===== config.mk =====
export PLATFORM = sky130hd
export DESIGN_NAME = mem_arbiter
export DESIGN_NICKNAME = d
export VERILOG_FILES = /design/src/rtl/tiny16_pkg.sv /design/src/rtl/rr_arbiter2.sv /design/src/rtl/mem_arbiter.sv
export SDC_FILE = /design/constraint.sdc
export NUM_CORES = 1
export LEC_CHECK = 0
export ABC_AREA = 0
export BUFFER_PORTS_ARGS = -buffer_cell sky130_fd_sc_hd__buf_4
export CAP_MARGIN = 20
export CORE_AREA = 2 2 78 80
export DETAILED_ROUTE_END_ITERATION = 7
export DIE_AREA = 0 0 80 82
export PLACE_DENSITY = 0.8
export SLEW_MARGIN = 15
export SYNTH_ARGS = -nofsm -noshare
export SYNTH_HDL_FRONTEND = slang
export SYNTH_SLANG_ARGS = --single-unit

===== constraint.sdc =====
create_clock -name clk -period 1.75 [get_ports clk]
set_input_delay 0.2625 -clock clk [delete_from_list [all_inputs] [get_ports clk]]
set_output_delay 0.2625 -clock clk [all_outputs]
set_load 0.05 [all_outputs]

===== src/rtl/tiny16_pkg.sv =====
// Shared FSM encoding and requester indices for the two-port memory arbiter.
package tiny16_pkg;

  typedef enum logic [1:0] {
    IDLE = 2'd0,
    ADDR = 2'd1,
    DATA = 2'd2,
    RESP = 2'd3
  } state_t;

  localparam logic REQ0 = 1'b0;
  localparam logic REQ1 = 1'b1;

endpackage


===== src/rtl/rr_arbiter2.sv =====
// Two-way winner select: round-robin against the last grant, or requester 0 first.
// Purely combinational; callers sample the result only while idle.
module rr_arbiter2
  import tiny16_pkg::*;
#(
  parameter int FIXED_PRIO = 0
) (
  input  logic req0,
  input  logic req1,
  input  logic last_gnt,
  output logic gnt_vld,
  output logic gnt_idx
);

  always_comb begin
    gnt_vld = req0 | req1;
    gnt_idx = REQ0;
    if (req0 && req1) begin
      gnt_idx = (FIXED_PRIO != 0) ? REQ0 : ~last_gnt;
    end else if (req1) begin
      gnt_idx = REQ1;
    end
  end

endmodule


===== src/rtl/mem_arbiter.sv =====
// Arbitrates two requesters onto one MAR-style memory: IDLE->ADDR->DATA->RESP, ack 3 cycles after grant.
// Losers hold req and wait; the winning request is latched in IDLE so later input changes are ignored.
module mem_arbiter
  import tiny16_pkg::*;
#(
  parameter int FIXED_PRIO = 0
) (
  input  logic        clk,
  input  logic        rst,
  input  logic        r0_req,
  input  logic        r1_req,
  input  logic        r0_we,
  input  logic        r1_we,
  input  logic [15:0] r0_addr,
  input  logic [15:0] r1_addr,
  input  logic [15:0] r0_wdata,
  input  logic [15:0] r1_wdata,
  output logic        r0_ack,
  output logic        r1_ack,
  output logic [15:0] rdata,
  output logic        busy,
  output logic        mem_addr_en,
  output logic [15:0] mem_addr,
  output logic        mem_in_en,
  output logic [15:0] mem_in,
  output logic        mem_out_en,
  input  logic [15:0] mem_out
);

  state_t      state_q, state_d;
  logic        gnt_q, gnt_d;
  logic        last_q, last_d;
  logic        we_q, we_d;
  logic [15:0] addr_q, addr_d;
  logic [15:0] wdata_q, wdata_d;
  logic [15:0] rdata_q, rdata_d;
  logic        win_vld, win_idx;

  rr_arbiter2 #(.FIXED_PRIO(FIXED_PRIO)) u_arb (
    .req0     (r0_req),
    .req1     (r1_req),
    .last_gnt (last_q),
    .gnt_vld  (win_vld),
    .gnt_idx  (win_idx)
  );

  always_comb begin
    state_d = state_q;
    gnt_d   = gnt_q;
    last_d  = last_q;
    we_d    = we_q;
    addr_d  = addr_q;
    wdata_d = wdata_q;
    rdata_d = rdata_q;
    case (state_q)
      IDLE: begin
        if (win_vld) begin
          state_d = ADDR;
          gnt_d   = win_idx;
          we_d    = (win_idx == REQ1) ? r1_we    : r0_we;
          addr_d  = (win_idx == REQ1) ? r1_addr  : r0_addr;
          wdata_d = (win_idx == REQ1) ? r1_wdata : r0_wdata;
        end
      end
      ADDR: state_d = DATA;
      DATA: begin
        if (!we_q) rdata_d = mem_out;
        state_d = RESP;
      end
      RESP: begin
        last_d  = gnt_q;
        state_d = IDLE;
      end
      default: state_d = IDLE;
    endcase
  end

  always_ff @(posedge clk) begin
    if (rst) begin
      state_q <= IDLE;
      gnt_q   <= REQ0;
      last_q  <= REQ1;
      we_q    <= 1'b0;
      addr_q  <= 16'h0000;
      wdata_q <= 16'h0000;
      rdata_q <= 16'h0000;
    end else begin
      state_q <= state_d;
      gnt_q   <= gnt_d;
      last_q  <= last_d;
      we_q    <= we_d;
      addr_q  <= addr_d;
      wdata_q <= wdata_d;
      rdata_q <= rdata_d;
    end
  end

  // Strobes are gated by rst directly so a write in flight never lands during reset.
  assign mem_addr_en = !rst && (state_q == ADDR);
  assign mem_in_en   = !rst && (state_q == DATA) && we_q;
  assign mem_out_en  = !rst && (state_q == DATA) && !we_q;
  assign mem_addr    = addr_q;
  assign mem_in      = wdata_q;

  assign r0_ack = (state_q == RESP) && (gnt_q == REQ0);
  assign r1_ack = (state_q == RESP) && (gnt_q == REQ1);
  assign busy   = (state_q != IDLE);
  assign rdata  = rdata_q;

endmodule

==> flow_summary.toml <==
[logic_synthesis]
synth_nets = 376
yosysSeqAreaShare_pct = 43.7
netlist_area_um2 = 2430
syn-mean-instance-area_um2 = 8.53
synthCells = 285
synth_seq_cells = 53
synthDistinctLibCells = 24
ys_warn_count = 0

[worst_setup_path]
crit_fanout = 4
path_delay_family = "buffers and inverters"
worstPathRequired_ns = 1.49
crit_path_cell_trace = "inv_1 > ha_1 > buf_4 > and3b_1 > buf_6"
cp_num_buf_inv = 3
reg2regPathDepth = 5
cp-start-kind = "flop"
worst_path_max_delay_cell = "dfxtp_2"
path_depth = 5
critPathMaxStageDelay_ns = 0.36
critical_path_class = "flop to primary output"
worstSetupEndpointType = "primary output"
cp.arrival_ns = 1.41

[detailed_routing]
drcViolationCount = 0
vias_per_cell = 4.98
first_iter_violations = 121
wl_um = 6800
antenna_left = 0
wl_per_cell_um = 13.8
vias = 2461
dr.pass1.iters = 4

[sta]
clock_skew_ns = 0.00815
worst_hold_slack_ns = 0.204
period_minus_slack_ns = 1.67
layout_worst_path_cycle_share_pct = 95.4
clock.fmax_mhz = 599
final-hold-violation-count = 0
worst_pin_slew_ns = 0.626
fin_setup_tns_ns = 0
rsz0062_at_grt = "no"
finalMaxSlewViolations = 0
setup_viol = 0
relSlewSlack_pct = 58.1

[clock_tree]
cts_buffers = 5
cts_hold_buffers = 0
htreeDepth = 2
ctsRootBufferMaster = "clkbuf_8"
numClockSinks = 53
cts_tree = "done"
cts_buffer_depth = 2
post_cts_buffers = 0
clk_pin_slew_ns = 0.09
clock_latency_ns = 0.29

[layout]
n_antenna_cell = 0
layout.nets = 510
instances_no_fill = 494
fillers = 491
final_common_cell = "buf_4"
syn2layout_area_growth_pct = 51.3
drive_gt1_share_pct = 46.3
fin_area_um2 = 3680
final_cell_mix = "buf_4, nand2_1, dfxtp_1"

[floorplanning]
initial_core_util_pct = 42.3
rows = 28
fp.dieH_um = 82
die_w_um = 80
core_area_um2 = 5750
pin_count = 140
die_area_um2 = 6560

[power]
power_mw = 6.32
leakage_nw = 1.70
vdd_ir_drop_max_mv = 0.857
powerDensity_nw_per_um2 = 1720

[place]
place_hpwl_um = 5140
gp_congestion = 0.785
dp.cells = 487
placed_cell_area_um2 = 3580
port_buffers = 139

[global_routing]
grt_max_degree = 29
grt_pass1_vias = 2231
grt_usage_pct = 19.9
grt_overflow_total = 0
grt_pass1_wl_um = 10400
antenna_found_initial = 0

[min_path]
hp-class = "primary input to flop"
hold_path_depth = 3

[outcome]
status = "finished clean"

[flow_run]
drv_cap = 0
## worst reg2reg max path, cell delays in order (launching register included)
cell,delay (ns)
dfxtp_1,0.35
inv_1,0.10
ha_1,0.25
or3b_2,0.51
mux2i_1,0.18
nor2_1,0.06
## logic make-up after synthesis
group,Yosys count,share of synthesized area (%)
AO/OA/AOI/OAI,89,29.4
adder cells (fa/ha/maj),5,2.57
buffers and inverters,27,6.18
flip-flops,53,43.7
multiplexers,1,0.412
AND/OR/NAND/NOR,110,17.8
## registers in the layout, indices dropped and copies added, names as in the netlist
signal,count
rdata,16
mem_in,16
we_q,1
state_q,2
last_q,1
gnt_q,1
mem_addr,16
## layout make-up
| class | instances | area (um2) | share of cell area (%) |
|---|---|---|---|
| Sequential cell | 53 | 1060 | 28.9 |
| Multi-Input combinational cell | 205 | 1220 | 33.3 |
| Inverter | 4 | 15.0 | 0.408 |
| Clock buffer | 7 | 86.3 | 2.35 |
| Tap cell | 75 | 93.8 | 2.55 |
| Timing Repair Buffer | 150 | 1200 | 32.5 |
## layer usage
| layer | up-vias | wire [um] | global-route usage (%) |
|---|---|---|---|
| met2 | 84 | 3500 | 35.8 |
| met4 | 0 | 55 | 5.76 |
| met3 | 6 | 373 | 3.74 |
| met5 | - | 0 | 0 |
| li1 | 1228 | - | - |
| met1 | 1143 | 2870 | 24.4 |
## per-stage QoR
stage                     setup WS [ns]  util, %
final                            0.0807     64.0
after global routing             0.0155     64.0
after global placement           0.0484     62.3
after floorplan                  0.0610        -
after CTS                        0.0409     63.9
after detailed placement        -0.0657     62.3
## worst paths after layout
| kind | start | to | slack (ns) |
|---|---|---|---|
| max | state_q[0] | mem_in_en | 0.08 |
| min | mem_out[13] | rdata[13] | 0.20 |
| max reg2reg | state_q[1] | state_q[1] | 0.20 |
| min reg2reg | rdata[6] | rdata[6] | 0.46 |
## synth_stat cells
| master | instances | area, um2 |
|---|---|---|
| nand2b_1 | 1 | 6.26 |
| nor2_1 | 39 | 146 |
| o21ai_2 | 1 | 8.76 |
| and2_1 | 1 | 6.26 |
| o21a_2 | 1 | 8.76 |
| a211oi_2 | 30 | 375 |
| buf_6 | 3 | 33.8 |
| ha_1 | 5 | 62.6 |
| buf_2 | 9 | 45.0 |
| inv_1 | 4 | 15.0 |
| nand2_1 | 65 | 244 |
| a211o_1 | 1 | 8.76 |
| buf_4 | 4 | 30.0 |
| a21bo_2 | 1 | 10.0 |
| mux2i_1 | 1 | 10.0 |
| a211oi_1 | 4 | 30.0 |
| a22oi_1 | 1 | 7.51 |
| and3b_1 | 1 | 8.76 |
| a21boi_4 | 1 | 18.8 |
| dfxtp_1 | 53 | 1060 |
| or3b_2 | 1 | 8.76 |
| a21oi_1 | 49 | 245 |
| clkbuf_1 | 7 | 26.3 |
| nor2b_1 | 2 | 12.5 |
## where the power goes
group / total, mW / leakage (nW) / switching, mW / internal, mW
combinational: 3.82 / 1.22 / 2.49 / 1.33
clock: 0.681 / 0.0443 / 0.367 / 0.315
sequential: 1.81 / 0.437 / 0.223 / 1.59
## timing repair
action                     4_1_cts  5_1_grt
cloned                           0        0
resized for setup                2        2
setup endpoints to repair       18        2
Power figures use the tool's default switching activity.
